$ cat src/rtl/uart_rx_shift.sv
// UART receive shifter: oversampled start detection, 5..8 data bits, optional parity, one stop bit.
// Reports the character with parity, framing and break flags on a one-cycle valid pulse.
module uart_rx_shift (
    input  logic       bclk_in,
    input  logic       rst_in,
    input  logic       enable_in,
    input  logic       serial_in,
    input  logic       osm_sel_in,
    input  logic [1:0] wls_in,
    input  logic       pen_in,
    input  logic       eps_in,
    input  logic       sp_in,
    output logic [7:0] rbr_out,
    output logic       data_valid_out,
    output logic       pe_out,
    output logic       fe_out,
    output logic       bi_out,
    output logic       busy_out
);

    typedef enum logic [2:0] {
        StIdle     = 3'd0,
        StStart    = 3'd1,
        StData     = 3'd2,
        StParity   = 3'd3,
        StStop     = 3'd4,
        StWaitHigh = 3'd5
    } state_e;

    state_e     state_q, state_d;
    logic [1:0] sync_q;
    logic       line;

    logic       osm_q;
    logic [1:0] wls_q;
    logic       pen_q, eps_q, sp_q;

    logic [3:0] cnt_q, cnt_d;
    logic [3:0] osr_last, half_last;
    logic [2:0] bit_cnt_q, last_bit;
    logic [7:0] shift_q, rbr_q;
    logic       zero_q, par_err_q;
    logic       dv_q, pe_q, fe_q, bi_q;

    logic       bit_tick, start_det, start_ok;
    logic       sample_data, sample_par, sample_stop;
    logic       par_exp, busy;

    assign line      = sync_q[1];
    assign osr_last  = osm_q ? 4'd12 : 4'd15;
    assign half_last = osm_q ? 4'd5  : 4'd7;
    assign last_bit  = {1'b0, wls_q} + 3'd4;
    assign bit_tick  = (cnt_q == osr_last);

    // Unused upper bits of shift_q stay 0, so a full reduction covers only the data bits.
    assign par_exp = sp_q ? ~eps_q : (eps_q ? ^shift_q : ~(^shift_q));

    always_ff @(posedge bclk_in) begin
        if (rst_in) begin
            sync_q <= 2'b11;
        end else begin
            sync_q <= {sync_q[0], serial_in};
        end
    end

    // State register
    always_ff @(posedge bclk_in) begin
        if (rst_in) begin
            state_q <= StIdle;
        end else begin
            state_q <= state_d;
        end
    end

    // Next-state logic
    always_comb begin
        state_d = state_q;
        if (!enable_in) begin
            state_d = StIdle;
        end else begin
            unique case (state_q)
                StIdle: begin
                    if (!line) state_d = StStart;
                end
                StStart: begin
                    if (cnt_q == half_last) state_d = line ? StIdle : StData;
                end
                StData: begin
                    if (bit_tick && (bit_cnt_q == last_bit)) state_d = pen_q ? StParity : StStop;
                end
                StParity: begin
                    if (bit_tick) state_d = StStop;
                end
                StStop: begin
                    if (bit_tick) state_d = line ? StIdle : StWaitHigh;
                end
                StWaitHigh: begin
                    if (line) state_d = StIdle;
                end
                default: state_d = StIdle;
            endcase
        end
    end

    // Output and strobe decode
    always_comb begin
        busy        = (state_q != StIdle);
        start_det   = enable_in && (state_q == StIdle) && !line;
        start_ok    = enable_in && (state_q == StStart) && (cnt_q == half_last) && !line;
        sample_data = enable_in && (state_q == StData) && bit_tick;
        sample_par  = enable_in && (state_q == StParity) && bit_tick;
        sample_stop = enable_in && (state_q == StStop) && bit_tick;

        // Any state change restarts the bit timer.
        if ((state_d != state_q) || bit_tick || start_ok) begin
            cnt_d = 4'd0;
        end else if ((state_q == StStart) || (state_q == StData) ||
                     (state_q == StParity) || (state_q == StStop)) begin
            cnt_d = cnt_q + 4'd1;
        end else begin
            cnt_d = 4'd0;
        end
    end

    always_ff @(posedge bclk_in) begin
        if (rst_in) begin
            cnt_q     <= 4'd0;
            bit_cnt_q <= 3'd0;
            shift_q   <= 8'd0;
            zero_q    <= 1'b0;
            par_err_q <= 1'b0;
            osm_q     <= 1'b0;
            wls_q     <= 2'd0;
            pen_q     <= 1'b0;
            eps_q     <= 1'b0;
            sp_q      <= 1'b0;
            rbr_q     <= 8'd0;
            dv_q      <= 1'b0;
            pe_q      <= 1'b0;
            fe_q      <= 1'b0;
            bi_q      <= 1'b0;
        end else begin
            cnt_q <= cnt_d;
            dv_q  <= 1'b0;
            if (start_det) begin
                osm_q     <= osm_sel_in;
                wls_q     <= wls_in;
                pen_q     <= pen_in;
                eps_q     <= eps_in;
                sp_q      <= sp_in;
                bit_cnt_q <= 3'd0;
                shift_q   <= 8'd0;
                zero_q    <= 1'b1;
                par_err_q <= 1'b0;
            end
            if (sample_data) begin
                shift_q[bit_cnt_q] <= line;
                bit_cnt_q          <= bit_cnt_q + 3'd1;
                zero_q             <= zero_q & ~line;
            end
            if (sample_par) begin
                par_err_q <= (line != par_exp);
                zero_q    <= zero_q & ~line;
            end
            if (sample_stop) begin
                rbr_q <= shift_q;
                pe_q  <= par_err_q;
                fe_q  <= ~line;
                bi_q  <= zero_q & ~line;
                dv_q  <= 1'b1;
            end
        end
    end

    assign rbr_out        = rbr_q;
    assign data_valid_out = dv_q;
    assign pe_out         = pe_q;
    assign fe_out         = fe_q;
    assign bi_out         = bi_q;
    assign busy_out       = busy;

endmodule

$ cat config.mk
export PLATFORM = sky130hd
export DESIGN_NAME = uart_rx_shift
export DESIGN_NICKNAME = d
export VERILOG_FILES = /design/src/rtl/uart_rx_shift.sv
export SDC_FILE = /design/constraint.sdc
export NUM_CORES = 1
export LEC_CHECK = 0
export CAP_MARGIN = 20
export CORE_AREA = 2 2 66 68
export DETAILED_ROUTE_END_ITERATION = 8
export DIE_AREA = 0 0 68 70
export GPL_ROUTABILITY_DRIVEN = 0
export PLACE_DENSITY = 0.8
export SETUP_SLACK_MARGIN = 0.4
export SYNTH_ARGS = -nofsm -noshare
export SYNTH_HDL_FRONTEND = slang
export SYNTH_SLANG_ARGS = --single-unit
$ cat constraint.sdc
create_clock -name bclk_in -period 1.85 [get_ports bclk_in]
set_clock_uncertainty 0.2 [all_clocks]
set_input_delay 0.37 -clock bclk_in [delete_from_list [all_inputs] [get_ports bclk_in]]
set_output_delay 0.37 -clock bclk_in [all_outputs]
set_load 0.03 [all_outputs]
Word level (Yosys, flattened, before mapping)
Index checks and enable logic that the tools add are counted.
- add/subtract/negate cells: 3
- $mul: 0
- div/mod/pow operators: 0
- magnitude comparators: 2
- equal/unequal tests: 10
- shifts and indexed selects: 0
- mux-type cells: 29
- bitwise gates (word level): 5
- reduce and logical (&&, ||, !) cells: 26
- operators by type and width (operator ; count):
    3-bit two-way mux ; 11
    8-bit two-way mux ; 3
    3-bit case mux with 6 select lines ; 1
    1-bit logical AND ; 13
    1-bit two-way mux ; 9
    8-bit bitwise mux ; 1
    8-bit parity ; 1
    3-bit by 2-bit equality test with 1-bit output, second input constant ; 2
    3-bit equality test, second input constant ; 2
    2-bit two-way mux ; 3
    3-bit nonzero test ; 2
    1-bit logical OR ; 5
    4-bit by 1-bit adder with 4-bit output, second input constant ; 1
    4-bit by 3-bit equality test with 1-bit output ; 1
    4-bit equality test ; 1
    3-bit by 4-bit less-than comparator with 1-bit output, second input constant ; 1
    1-bit NOT ; 4
    2-bit nonzero test ; 2
    2-bit by 3-bit adder with 3-bit output, second input constant ; 1
    3-bit by 1-bit adder with 3-bit output, second input constant ; 1
    1-bit demux with 3-bit select ; 1
    3-bit by 1-bit equality test with 1-bit output, second input constant ; 1
    3-bit equality test ; 1
    3-bit by 1-bit >= comparator with 1-bit output, second input constant ; 1
    6 further kinds ; 6
- register bits: 40
- bits in latches: 0
- RAM bits: 0
- ROM bits: 0
- input bits: 10
- output and inout port bits: 13
- word-level logic and storage cells: 92
- memories kept: 0

Depth between registers and ports, before layout
Gate-level depths: netlist of run 1.
- depth after elaboration: 10
- depth in mapped cells: 8
- mapped depth without buffers: 6

Worst setup path after synthesis of run 1
OpenSTA, ideal clock, no wires.
- path kind: register -> register
- from: register cnt_q[0]
- to: register shift_q[7]
- library setup time: 0.120 ns
- arrival time: 1.674 ns
- required time: 1.530 ns
- setup slack: -0.144 ns
- stages on the path, launching flop included: 8
- buffers on the path: 1
- clock period less this slack: 1.994 ns
- cells stage by stage: dfxtp_1 > or3b_4 > a211oi_2 > and3_1 > buf_4 > nand4_1 > nand3_1 > o21ai_1
- word-level cells in the longest chain between the ends: 3
- RTL lines (what ; line ; RTL):
    start: declaration ; 38 ; logic [3:0] cnt_q, cnt_d;
    start signal: assignment ; 143 ; cnt_q <= cnt_d;
    4-bit equality test ; 53 ; assign bit_tick = (cnt_q == osr_last);
    1-bit logical AND ; 110 ; sample_data = enable_in && (state_q == StData) && bit_tick;
    8-bit two-way mux ; 156 ; if (sample_data) begin
    end signal: indexed assignment ; 157 ; shift_q[bit_cnt_q] <= line;
    end: declaration ; 41 ; logic [7:0] shift_q, rbr_q;
Every way passes these cells.
A chain may end at the register's enable or synchronous reset.

Worst setup path in the final report of run 1
- from: register state_q[0]
- to: register cnt_q[2]
- word-level cells in the longest chain between the ends: 7
- elaborated cells between the ends (all ways): 25
- those cells by class: eq/ne (6); mux (8); bitwise (1); reduce/logical (10)
- RTL lines (what ; line ; RTL):
    start: declaration ; 30 ; state_e state_q, state_d;
    start signal: assignment ; 69 ; state_q <= StIdle;
    start signal: assignment ; 71 ; state_q <= state_d;
    3-bit equality test, or another cell as far along ; 81 ; unique case (state_q)
    3-bit case mux with 6 select lines ; 81 ;
    3-bit two-way mux ; 78 ; if (!enable_in) begin
    3-bit != test ; 115 ; if ((state_d != state_q) || bit_tick || start_ok) begin
    1-bit logical OR (2 in a row) ; 115 ;
    3-bit OR reduction (no line) (*) ; n/a ;
Mark *: on every way between the ends. The rest lies on a longest branch, timed or not.

==> flow_metrics.env, run 1 <==
export IMPL_die_w_um=68
export IMPL_outcome="finished with violations"
export IMPL_grt_first_pass_wirelength_um=7310
export IMPL_peakVddDrop_v=0.000493
export IMPL_rsz0062_at_grt="true"
export IMPL_worstSetupPathType="reg -> reg"
export IMPL_grt_pass1_vias=1675
export IMPL_ant_nets=0
export IMPL_via_per_inst=5.52
export IMPL_cts_buffers=5
export IMPL_grt_overflow=0
export IMPL_grt_antenna_before_repair=0
export IMPL_yosysTopAreaCell="dfxtp_1"
export IMPL_ys_async_sr_fraction=0
export IMPL_grt_max_degree=24
export IMPL_nets=284
export IMPL_htreeDepth=2
export IMPL_root_buffer="clkbuf_8"
export IMPL_cp_arrival_ns=2.09
export IMPL_synth_cell_type_count=46
export IMPL_worstMarginPinSlew_ns=0.423
export IMPL_fmax_ghz=0.485
export IMPL_synth_top_area_frac=0.417
export IMPL_drtIter0Drc=87
export IMPL_fin_crit_sh=1.12
export IMPL_grt_util_met1=0.236
export IMPL_synthTopCellsByArea="dfxtp_1, mux2i_1, xnor2_1"
export IMPL_drive_gt1_frac=0.392
export IMPL_holdBufCountCts=0
export IMPL_hold_depth=1
export IMPL_end_kind="flop"
export IMPL_syn_nets=225
export IMPL_synth_top_flop_cell="dfxtp_1"
export IMPL_grt_busiest_layer="met2"
export IMPL_synth_seq_cells=40
export IMPL_rows=24
export IMPL_io_pins=23
export IMPL_violations="setup timing"
export IMPL_use_met3=0.0370
export IMPL_use_met2=0.340
export IMPL_start_kind="flop"
export IMPL_wl_per_cell_um=14.9
export IMPL_layout_common_cells="dfxtp_1, buf_4, nor2_1, mux2i_1"
export IMPL_worst_slack_ns=-0.213
export IMPL_wirelength_um=4840
export IMPL_yosysSeqAreaShare=0.417
export IMPL_syn_area_um2=1920
export IMPL_setup_viol=31
export IMPL_postSynthAreaPerCell_um2=9.01
export IMPL_yosysWarnings=0
export IMPL_area_growth_pct=44.0
export IMPL_layout_commonest_cell="dfxtp_1"
export IMPL_power_density_nw_per_um2=618
export IMPL_vias=1793
export IMPL_portBuffers=22
export IMPL_reg2reg_depth=6
export IMPL_drv_cap=0
export IMPL_place_hpwl_um=3010
export IMPL_fin_area_um2=2760
export IMPL_synth_edff_count=0
export IMPL_leakagePower_nw=1.03
export IMPL_post_route_drc_count=0
export IMPL_required_ns=1.88
export IMPL_relSlewSlack=0.718
export IMPL_hold_class="reg -> reg"
export IMPL_holdWs_ns=0.217
export IMPL_antenna_cells=0
export IMPL_critPathMaxFanout=4
export IMPL_clkTransAtPathRegs_ns=0.09
export IMPL_clock_sinks=40
export IMPL_fp_dieArea_um2=4760
export IMPL_hold_violations=0
export IMPL_post_place_ws_ns=-0.407
export IMPL_fp_coreArea_um2=4140
export IMPL_fin_util=0.667
export IMPL_fin_crit_ns=2.06
export IMPL_synth_cells=213
export IMPL_grt_usage=0.198
export IMPL_tritoncts="done"
export IMPL_tns_ns=-3.90
export IMPL_worstSkewPairLatency_ns=0.29
export IMPL_initial_utilization=0.463
export IMPL_chipHeight_um=70
export IMPL_final_max_slew_viol_count=0
export IMPL_cts_buffer_depth=2
export IMPL_placed_area_um2=2420
export IMPL_dr_pass1_iters=4
[cells by family (layout without fill, tap and decap cells)]
logic type | Yosys count | count (layout) | synth area share
AOI/OAI and AO/OA | 34 | 34 | 0.123
DFF | 40 | 40 | 0.417
adders and majority gates | 2 | 2 | 0.0130
xor gates and xnor gates | 16 | 16 | 0.0731
buffers and inverters | 16 | 76 | 0.0398
muxes | 16 | 16 | 0.0835
and+or+nand+nor | 89 | 89 | 0.250
[state kept, by name, indices dropped and copies added, names as in the netlist, 2 cells and up]
signal,flops
rbr_out,8
shift_q,8
state_q,3
cnt_q,4
sync_q,2
wls_q,2
bit_cnt_q,3
[cell usage after synthesis (2+ instances only)]
cell      number
ha_1           2
clkbuf_1       9
inv_1          3
xor2_1         2
o211ai_1       2
nor2_1        32
nand2b_1       4
nand3b_1       3
buf_4          2
dfxtp_1       40
nor3_1         2
or2_2          3
nand4b_1       4
nand3_1       12
a211oi_2       2
nor3b_1        4
o21ai_0        6
o21ai_1        5
mux2i_1       16
a21oi_1        7
nand2_1       14
xnor2_1       14
a21o_1         2
[power by group]
| part | leakage [nW] | internal, W | switching (W) |
|---|---|---|---|
| Combinational | 0.649 | 0.0000590 | 0.0000577 |
| Clock | 0.0548 | 0.000406 | 0.000313 |
| Sequential | 0.326 | 0.000866 | 0.00000596 |
| Total | 1.03 | 0.00133 | 0.000377 |
[metal layers]
layer  share of wire  vias up
met5               0        -
met4           0.029        0
met3           0.041       17
met2            0.51       57
met1            0.42      862
li1                -      857
[stage by stage]
stage	instances	total power, W
final	325	0.00171
after detailed placement	303	0.000989
after global placement	303	0.000987
after global routing	325	0.00177
after CTS	316	0.00171
after floorplan	213	0.000943
[worst paths after layout]
path                                            start  slack (ns)                    to
worst max-delay path            state_q[0]$_SDFF_PP0_       -0.21   cnt_q[2]$_SDFF_PP0_
worst min-delay path             sync_q[0]$_SDFF_PP1_        0.22  sync_q[1]$_SDFF_PP1_
worst max register to register  state_q[0]$_SDFF_PP0_       -0.21   cnt_q[2]$_SDFF_PP0_
worst min register to register   sync_q[0]$_SDFF_PP1_        0.22  sync_q[1]$_SDFF_PP1_
[area by class of cell]
type | instances | area, um^2
clock buffer | 5 | 68.8
clock inverter | 3 | 46.3
fill | 317 | 1380
inverter | 3 | 16.3
multi-input combinational | 157 | 1180
sequential | 40 | 810
tap | 52 | 65.1
timing repair buffer | 65 | 573
[critical path, cell delays in order, from the launching register on]
cell      delay, ns
dfxtp_2        0.38
nand2b_4       0.07
or4_4          0.50
o211a_1        0.18
a21o_1         0.18
a221o_2        0.38
nor2_1         0.11
[timing repair]
item | in CTS | in global routing
gates resized for setup | 81 | 30
endpoints found under the setup margin | 53 | 44
pin swaps | 8 | 15
setup buffers | 5 | 8
gates cloned | 0 | 1
Power figures use the tool's default switching activity.
==> run 2: changes to the inputs <==
- CORE_AREA: 2 2 66 68 -> 2 2 63 65
- DIE_AREA: 0 0 68 70 -> 0 0 65 67
- PLACE_DENSITY: 0.8 -> 0.84
- clock period: 1.85 -> 2 ns (I/O delays scaled with it)
==> run 2 against run 1 <==
The run still ends with setup timing left. Largest cell class unchanged. Power decreased by 16%. Via count grew 5.8%. Cell count shrank 1.8%. Highest routed layer unchanged. Wire length grew 14%. Hold slack better by 0.0056 ns.
==> flow_metrics.env, run 2 (same netlist as run 1, synthesis figures left out) <==
export IMPL_rows=22
export IMPL_wl_per_cell_um=17.4
export IMPL_layout_filler_cells=199
export IMPL_chipHeight_um=67
export IMPL_power_density_nw_per_um2=509
export IMPL_worst_slack_ns=-0.120
export IMPL_htreeDepth=2
export IMPL_grt_pass1_vias=1720
export IMPL_path_common_cell="buf_6"
export IMPL_grt_usage=0.237
export IMPL_critPathMaxFanout=6
export IMPL_portBuffers=22
export IMPL_multi_input_area_um2=1250
export IMPL_cp_arrival_ns=2.10
export IMPL_end_kind="flop"
export IMPL_cts_buffer_depth=2
export IMPL_path_cells="or3b_4 -> a21o_1 -> buf_6 -> nor2_4 -> buf_6 -> buf_12 -> mux2i_1 -> nor2_1"
export IMPL_clkTransAtPathRegs_ns=0.07
export IMPL_layout_commonest_cell="dfxtp_1"
export IMPL_wirelength_um=5540
export IMPL_grt_antenna_before_repair=0
export IMPL_vias=1897
export IMPL_root_buffer="clkbuf_8"
export IMPL_place_hpwl_um=2930
export IMPL_holdBufCountCts=0
export IMPL_holdWs_ns=0.223
export IMPL_violations="setup timing"
export IMPL_layout_common_cells="dfxtp_1, nor2_1, buf_4, mux2i_1, buf_6"
export IMPL_drive_gt1_frac=0.424
export IMPL_required_ns=1.98
export IMPL_tns_ns=-1.27
export IMPL_peakVddDrop_v=0.000506
export IMPL_start_kind="flop"
export IMPL_dr_pass1_iters=4
export IMPL_antenna_cells=0
export IMPL_post_route_drc_count=0
export IMPL_outcome="finished with violations"
export IMPL_worstSkewPairLatency_ns=0.29
export IMPL_critPathMaxStageDelay_ns=0.42
export IMPL_final_max_slew_viol_count=0
export IMPL_io_pins=23
export IMPL_fin_crit_ns=2.12
export IMPL_grt_max_degree=21
export IMPL_fmax_ghz=0.472
export IMPL_drv_cap=0
export IMPL_hold_class="reg -> reg"
export IMPL_leakagePower_nw=1.05
export IMPL_area_growth_pct=46.1
export IMPL_worstMarginPinSlew_ns=0.442
export IMPL_ant_nets=0
export IMPL_drtIter0Drc=149
export IMPL_die_w_um=65
export IMPL_setup_viol=20
export IMPL_clock_sinks=40
export IMPL_regArea_um2=816
export IMPL_initial_utilization=0.532
export IMPL_slowest_stage="or3b_4"
export IMPL_fp_coreArea_um2=3610
export IMPL_hold_violations=0
export IMPL_relSlewSlack=0.705
export IMPL_fin_crit_sh=1.06
export IMPL_worstSetupPathType="reg -> reg"
export IMPL_fp_dieArea_um2=4360
export IMPL_via_per_inst=5.95
export IMPL_tritoncts="done"
export IMPL_nets=283
export IMPL_rsz0062_at_grt="true"
export IMPL_grt_overflow=0
export IMPL_cts_buffers=5
export IMPL_grt_first_pass_wirelength_um=7820
-- run 2: cell types whose count changed in the layout (fill, tap and decap cells not counted), moves of 3 or more --
cell / previous run / this run
clkbuf_2: 0 / 7
nand2_4: 1 / 4
clkdlybuf4s15_2: 0 / 5
dfxtp_1: 35 / 32
buf_2: 8 / 1
buf_4: 33 / 27
-- run 2: final timing paths --
kind,start,endpoint,slack [ns],depth (start not counted)
worst max-delay path,osm_q$_SDFFE_PP0P_,rbr_out[0]$_SDFFE_PP0P_,-0.12,8
worst min register to register,sync_q[0]$_SDFF_PP1_,sync_q[1]$_SDFF_PP1_,0.22,1
worst max register to register,osm_q$_SDFFE_PP0P_,rbr_out[0]$_SDFFE_PP0P_,-0.12,8
worst min-delay path,sync_q[0]$_SDFF_PP1_,sync_q[1]$_SDFF_PP1_,0.22,1
-- run 2: area by class of cell --
class / instances / area share
clock buffer: 5 / 0.0246
clock inverter: 2 / 0.00446
inverter: 3 / 0.00580
multi-input combinational: 158 / 0.445
sequential: 40 / 0.291
tap: 48 / 0.0214
timing repair buffer: 63 / 0.208
-- run 2: worst max-delay path: cells and delay by family, from the launching register on --
| family | cells | cell delay, ns |
|---|---|---|
| AND/OR/NAND/NOR | 3 | 0.60 |
| buffers and inverters | 3 | 0.37 |
| flip-flops | 1 | 0.36 |
| AO/OA/AOI/OAI | 1 | 0.25 |
| multiplexers | 1 | 0.22 |
-- run 2: power breakdown --
| part | switching, W | internal, W | leakage [nW] |
|---|---|---|---|
| Combinational | 0.0000570 | 0.0000535 | 0.686 |
| Sequential | 0.00000618 | 0.000800 | 0.327 |
| Clock | 0.000274 | 0.000236 | 0.0400 |
-- run 2: repair_timing --
item / 4_1_cts / 5_1_grt
pin swaps: 11 / 9
resized for setup: 61 / 40
buffers inserted: 9 / 9
cloned: 2 / 0
endpoints found under the setup margin: 50 / 46
-- run 2: layer usage --
| metal | up-vias | GRT usage | part of all wire |
|---|---|---|---|
| met1 | 908 | 0.282 | 0.39 |
| met5 | - | 0 | 0 |
| met2 | 101 | 0.407 | 0.51 |
| met3 | 26 | 0.0405 | 0.067 |
| met4 | 0 | 0.125 | 0.038 |
| li1 | 862 | - | - |
-- run 2: metrics by stage --
stage	util	power (W)	setup slack [ns]	cell area (um^2)	std cells
2_1_floorplan	-	0.000872	0.0346	1990	213
3_3_place_gp	0.653	0.000913	-0.237	2360	292
3_5_place_dp	0.653	0.000915	-0.281	2360	292
4_1_cts	0.729	0.00142	-0.0552	2630	310
5_1_grt	0.777	0.00146	-0.194	2800	319
6_report	0.777	0.00143	-0.120	2800	319
==> run 3: changes to the inputs <==
- ABC_AREA: default -> 1
- CORE_AREA: 2 2 63 65 -> 2 2 64 66
- DIE_AREA: 0 0 65 67 -> 0 0 66 68
- PLACE_DENSITY: 0.84 -> 0.83
==> run 3 against run 2 <==
Clock power grew 31%. Synthesized cell count grew 27%. Critical path depth grew 4. Combinational power shrank 12%. Critical endpoint is now cnt_q[3]$_SDFF_PP0_. Power grew 9.9%. Global-route usage shrank 0.30 points. Sequential power is essentially flat. Sequential cell count is the same. Worst setup slack gained 0.15 ns. Fmax grew 7.6%. The flow now finishes without violations. Utilization shrank 5.0 points.
==> flow_metrics.env, run 3 <==
export IMPL_syn_nets=283
export IMPL_portBuffers=22
export IMPL_fmax_ghz=0.508
export IMPL_yosysSeqAreaShare=0.404
export IMPL_reg2reg_depth=12
export IMPL_vias=2036
export IMPL_chipHeight_um=68
export IMPL_worstSetupPathType="reg -> reg"
export IMPL_grt_max_degree=16
export IMPL_grt_pass1_vias=1730
export IMPL_slowest_stage="dfxtp_2"
export IMPL_clkTransAtPathRegs_ns=0.08
export IMPL_postSynthAreaPerCell_um2=7.32
export IMPL_fp_dieArea_um2=4490
export IMPL_io_pins=23
export IMPL_hold_depth=1
export IMPL_intPower_w=0.00121
export IMPL_worstMarginPinSlew_ns=0.284
export IMPL_ys_top_cells_by_count="nand2_1, nor2_1, dfxtp_1"
export IMPL_fin_crit_ns=1.97
export IMPL_yosysWarnings=0
export IMPL_hold_end="sync_q[1]$_SDFF_PP1_"
export IMPL_cp_arrival_ns=1.99
export IMPL_hold_class="reg -> reg"
export IMPL_path_common_cell="nand2_1"
export IMPL_worst_slack_ns=0.0310
export IMPL_cts_buffers=5
export IMPL_outcome="completed"
export IMPL_wirelength_um=5610
export IMPL_required_ns=2.02
export IMPL_layout_cells_non_filler=370
export IMPL_wl_met1_um=2260
export IMPL_critPathMaxFanout=6
export IMPL_switching_share=0.227
export IMPL_worstSkewPairLatency_ns=0.29
export IMPL_antenna_cells=0
export IMPL_placed_area_um2=2330
export IMPL_tritoncts="done"
export IMPL_leakagePower_nw=1.12
export IMPL_synth_seq_cells=40
export IMPL_drv_cap=0
export IMPL_synthTopCellsByArea="dfxtp_1, nand2_1, nor2_1"
export IMPL_fp_coreArea_um2=3860
export IMPL_via_per_inst=5.50
export IMPL_fin_crit_sh=0.984
export IMPL_r2r_end="cnt_q[3]$_SDFF_PP0_"
export IMPL_combPwrFrac=0.062
export IMPL_fin_util=0.727
export IMPL_fin_area_um2=2800
export IMPL_relSlewSlack=0.809
export IMPL_initial_utilization=0.515
export IMPL_ys_async_sr_fraction=0
export IMPL_path_cells="buf_6 -> nand2_1 -> inv_1 -> o21ai_0 -> nand3_1 -> nor2_1 -> nand2_1 -> nand2_2 -> nand2_1 -> nand2_1 -> nand3_2 -> nor2_1"
export IMPL_start_kind="flop"
export IMPL_clock_sinks=40
export IMPL_post_place_ws_ns=-0.0649
export IMPL_synth_top_area_frac=0.404
export IMPL_pwr_share_seq=0.512
export IMPL_synth_top_flop_cell="dfxtp_1"
export IMPL_dp_cells=345
export IMPL_rsz0062_at_grt="true"
export IMPL_grt_antenna_before_repair=0
export IMPL_tns_ns=0
export IMPL_synth_edff_count=0
export IMPL_hold_path_startpoint="sync_q[0]$_SDFF_PP1_"
export IMPL_p_sw_w=0.000355
export IMPL_layout_filler_cells=275
export IMPL_hold_violations=0
export IMPL_place_hpwl_um=3080
export IMPL_ant_nets=0
export IMPL_clock_power_share=0.427
export IMPL_holdBufCountCts=0
export IMPL_wl_per_cell_um=15.2
export IMPL_grt_usage=0.234
export IMPL_root_buffer="clkbuf_8"
export IMPL_nets=331
export IMPL_final_max_slew_viol_count=0
export IMPL_end_kind="flop"
export IMPL_layout_commonest_cell="nor2_1"
export IMPL_rows=23
export IMPL_setup_viol=0
export IMPL_r2r_slack_ns=0.03
export IMPL_cts_buffer_depth=2
export IMPL_peakVddDrop_v=0.000537
export IMPL_grt_overflow=0
export IMPL_drive_gt1_frac=0.400
export IMPL_critPathMaxStageDelay_ns=0.34
export IMPL_yosysTopAreaCell="dfxtp_1"
export IMPL_post_route_drc_count=0
export IMPL_highest_layer="met4"
export IMPL_synth_most_common_cell="nand2_1"
export IMPL_power_density_nw_per_um2=559
export IMPL_wl_met2_um=2700
export IMPL_area_growth_pct=41.3
export IMPL_dr_pass1_iters=7
export IMPL_synth_cell_type_count=31
export IMPL_grt_first_pass_wirelength_um=7890
export IMPL_synth_cells=271
export IMPL_layout_common_cells="nor2_1, nand2_1, dfxtp_1, buf_4, a21oi_1"
export IMPL_die_w_um=66
export IMPL_htreeDepth=2
export IMPL_r2r_start="state_q[2]$_SDFF_PP0_"
export IMPL_drtIter0Drc=110
export IMPL_syn_area_um2=1980
export IMPL_wl_met3_um=400
run 3: worst max-delay path: cells and delay by family (launching register included):
family | cells | cell delay [ns]
buf+inv | 2 | 0.20
compound gates | 1 | 0.21
flops | 1 | 0.34
simple gates | 9 | 0.94
run 3: area by class of cell:
class                           instances  area [um^2]  share of cell area
Multi-Input combinational cell        198         1230               0.439
Sequential cell                        40          831               0.296
Timing Repair Buffer                   50          460               0.164
Inverter                               24          104              0.0370
Clock buffer                            5         68.8              0.0245
Tap cell                               50         62.6              0.0223
Clock inverter                          3         47.5              0.0170
run 3: power by group through the flow:
stage               Sequential [W]  Combinational (W)  Clock (W)
floorplan                 0.000824          0.0000473          0
global placement          0.000827          0.0000805          0
detailed placement        0.000828          0.0000820          0
CTS                       0.000808          0.0000856   0.000683
global route              0.000803           0.000103   0.000723
finish                    0.000803          0.0000965   0.000669
run 3: cell families (layout without fill, tap and decap cells):
family                   count (synthesis)  after routing  share of synthesized area
XOR/XNOR                                10             10                     0.0441
adder cells (fa/ha/maj)                  2              2                     0.0126
buffers and inverters                   33             82                     0.0656
AND/OR/NAND/NOR                        137            137                      0.325
flip-flops                              40             40                      0.404
AO/OA/AOI/OAI                           49             49                      0.149
run 3: metrics by stage:
| step | hold WS [ns] | total power (W) |
|---|---|---|
| detailed placement | 0.201 | 0.000910 |
| finish | 0.217 | 0.00157 |
| global placement | 0.194 | 0.000908 |
| floorplan | 0.189 | 0.000871 |
| CTS | 0.222 | 0.00158 |
| global route | 0.228 | 0.00163 |
run 3: worst max-delay path by stage:
stage,start,endpoint,cells after the start
2_1_floorplan,cnt_q[1]$_SDFF_PP0_,shift_q[3]$_SDFF_PP0_,10
3_3_place_gp,enable_in,shift_q[0]$_SDFF_PP0_,7
3_5_place_dp,enable_in,shift_q[5]$_SDFF_PP0_,7
4_1_cts,bit_cnt_q[2]$_SDFFE_PP0P_,cnt_q[0]$_SDFF_PP0_,12
5_1_grt,state_q[2]$_SDFF_PP0_,cnt_q[1]$_SDFF_PP0_,12
6_report,state_q[2]$_SDFF_PP0_,cnt_q[3]$_SDFF_PP0_,12
run 3: timing repair:
item                                    in CTS  in global routing
cloned                                       0                  0
gates resized for setup                     72                 44
endpoints found under the setup margin      42                 38
buffers inserted                             9                  8
pin swaps                                   17                 25
run 3: per-layer routing:
metal,global-route usage,vias up
met2,0.374,117
met4,0.120,0
li1,-,969
met3,0.0461,29
met1,0.302,921
met5,0,-
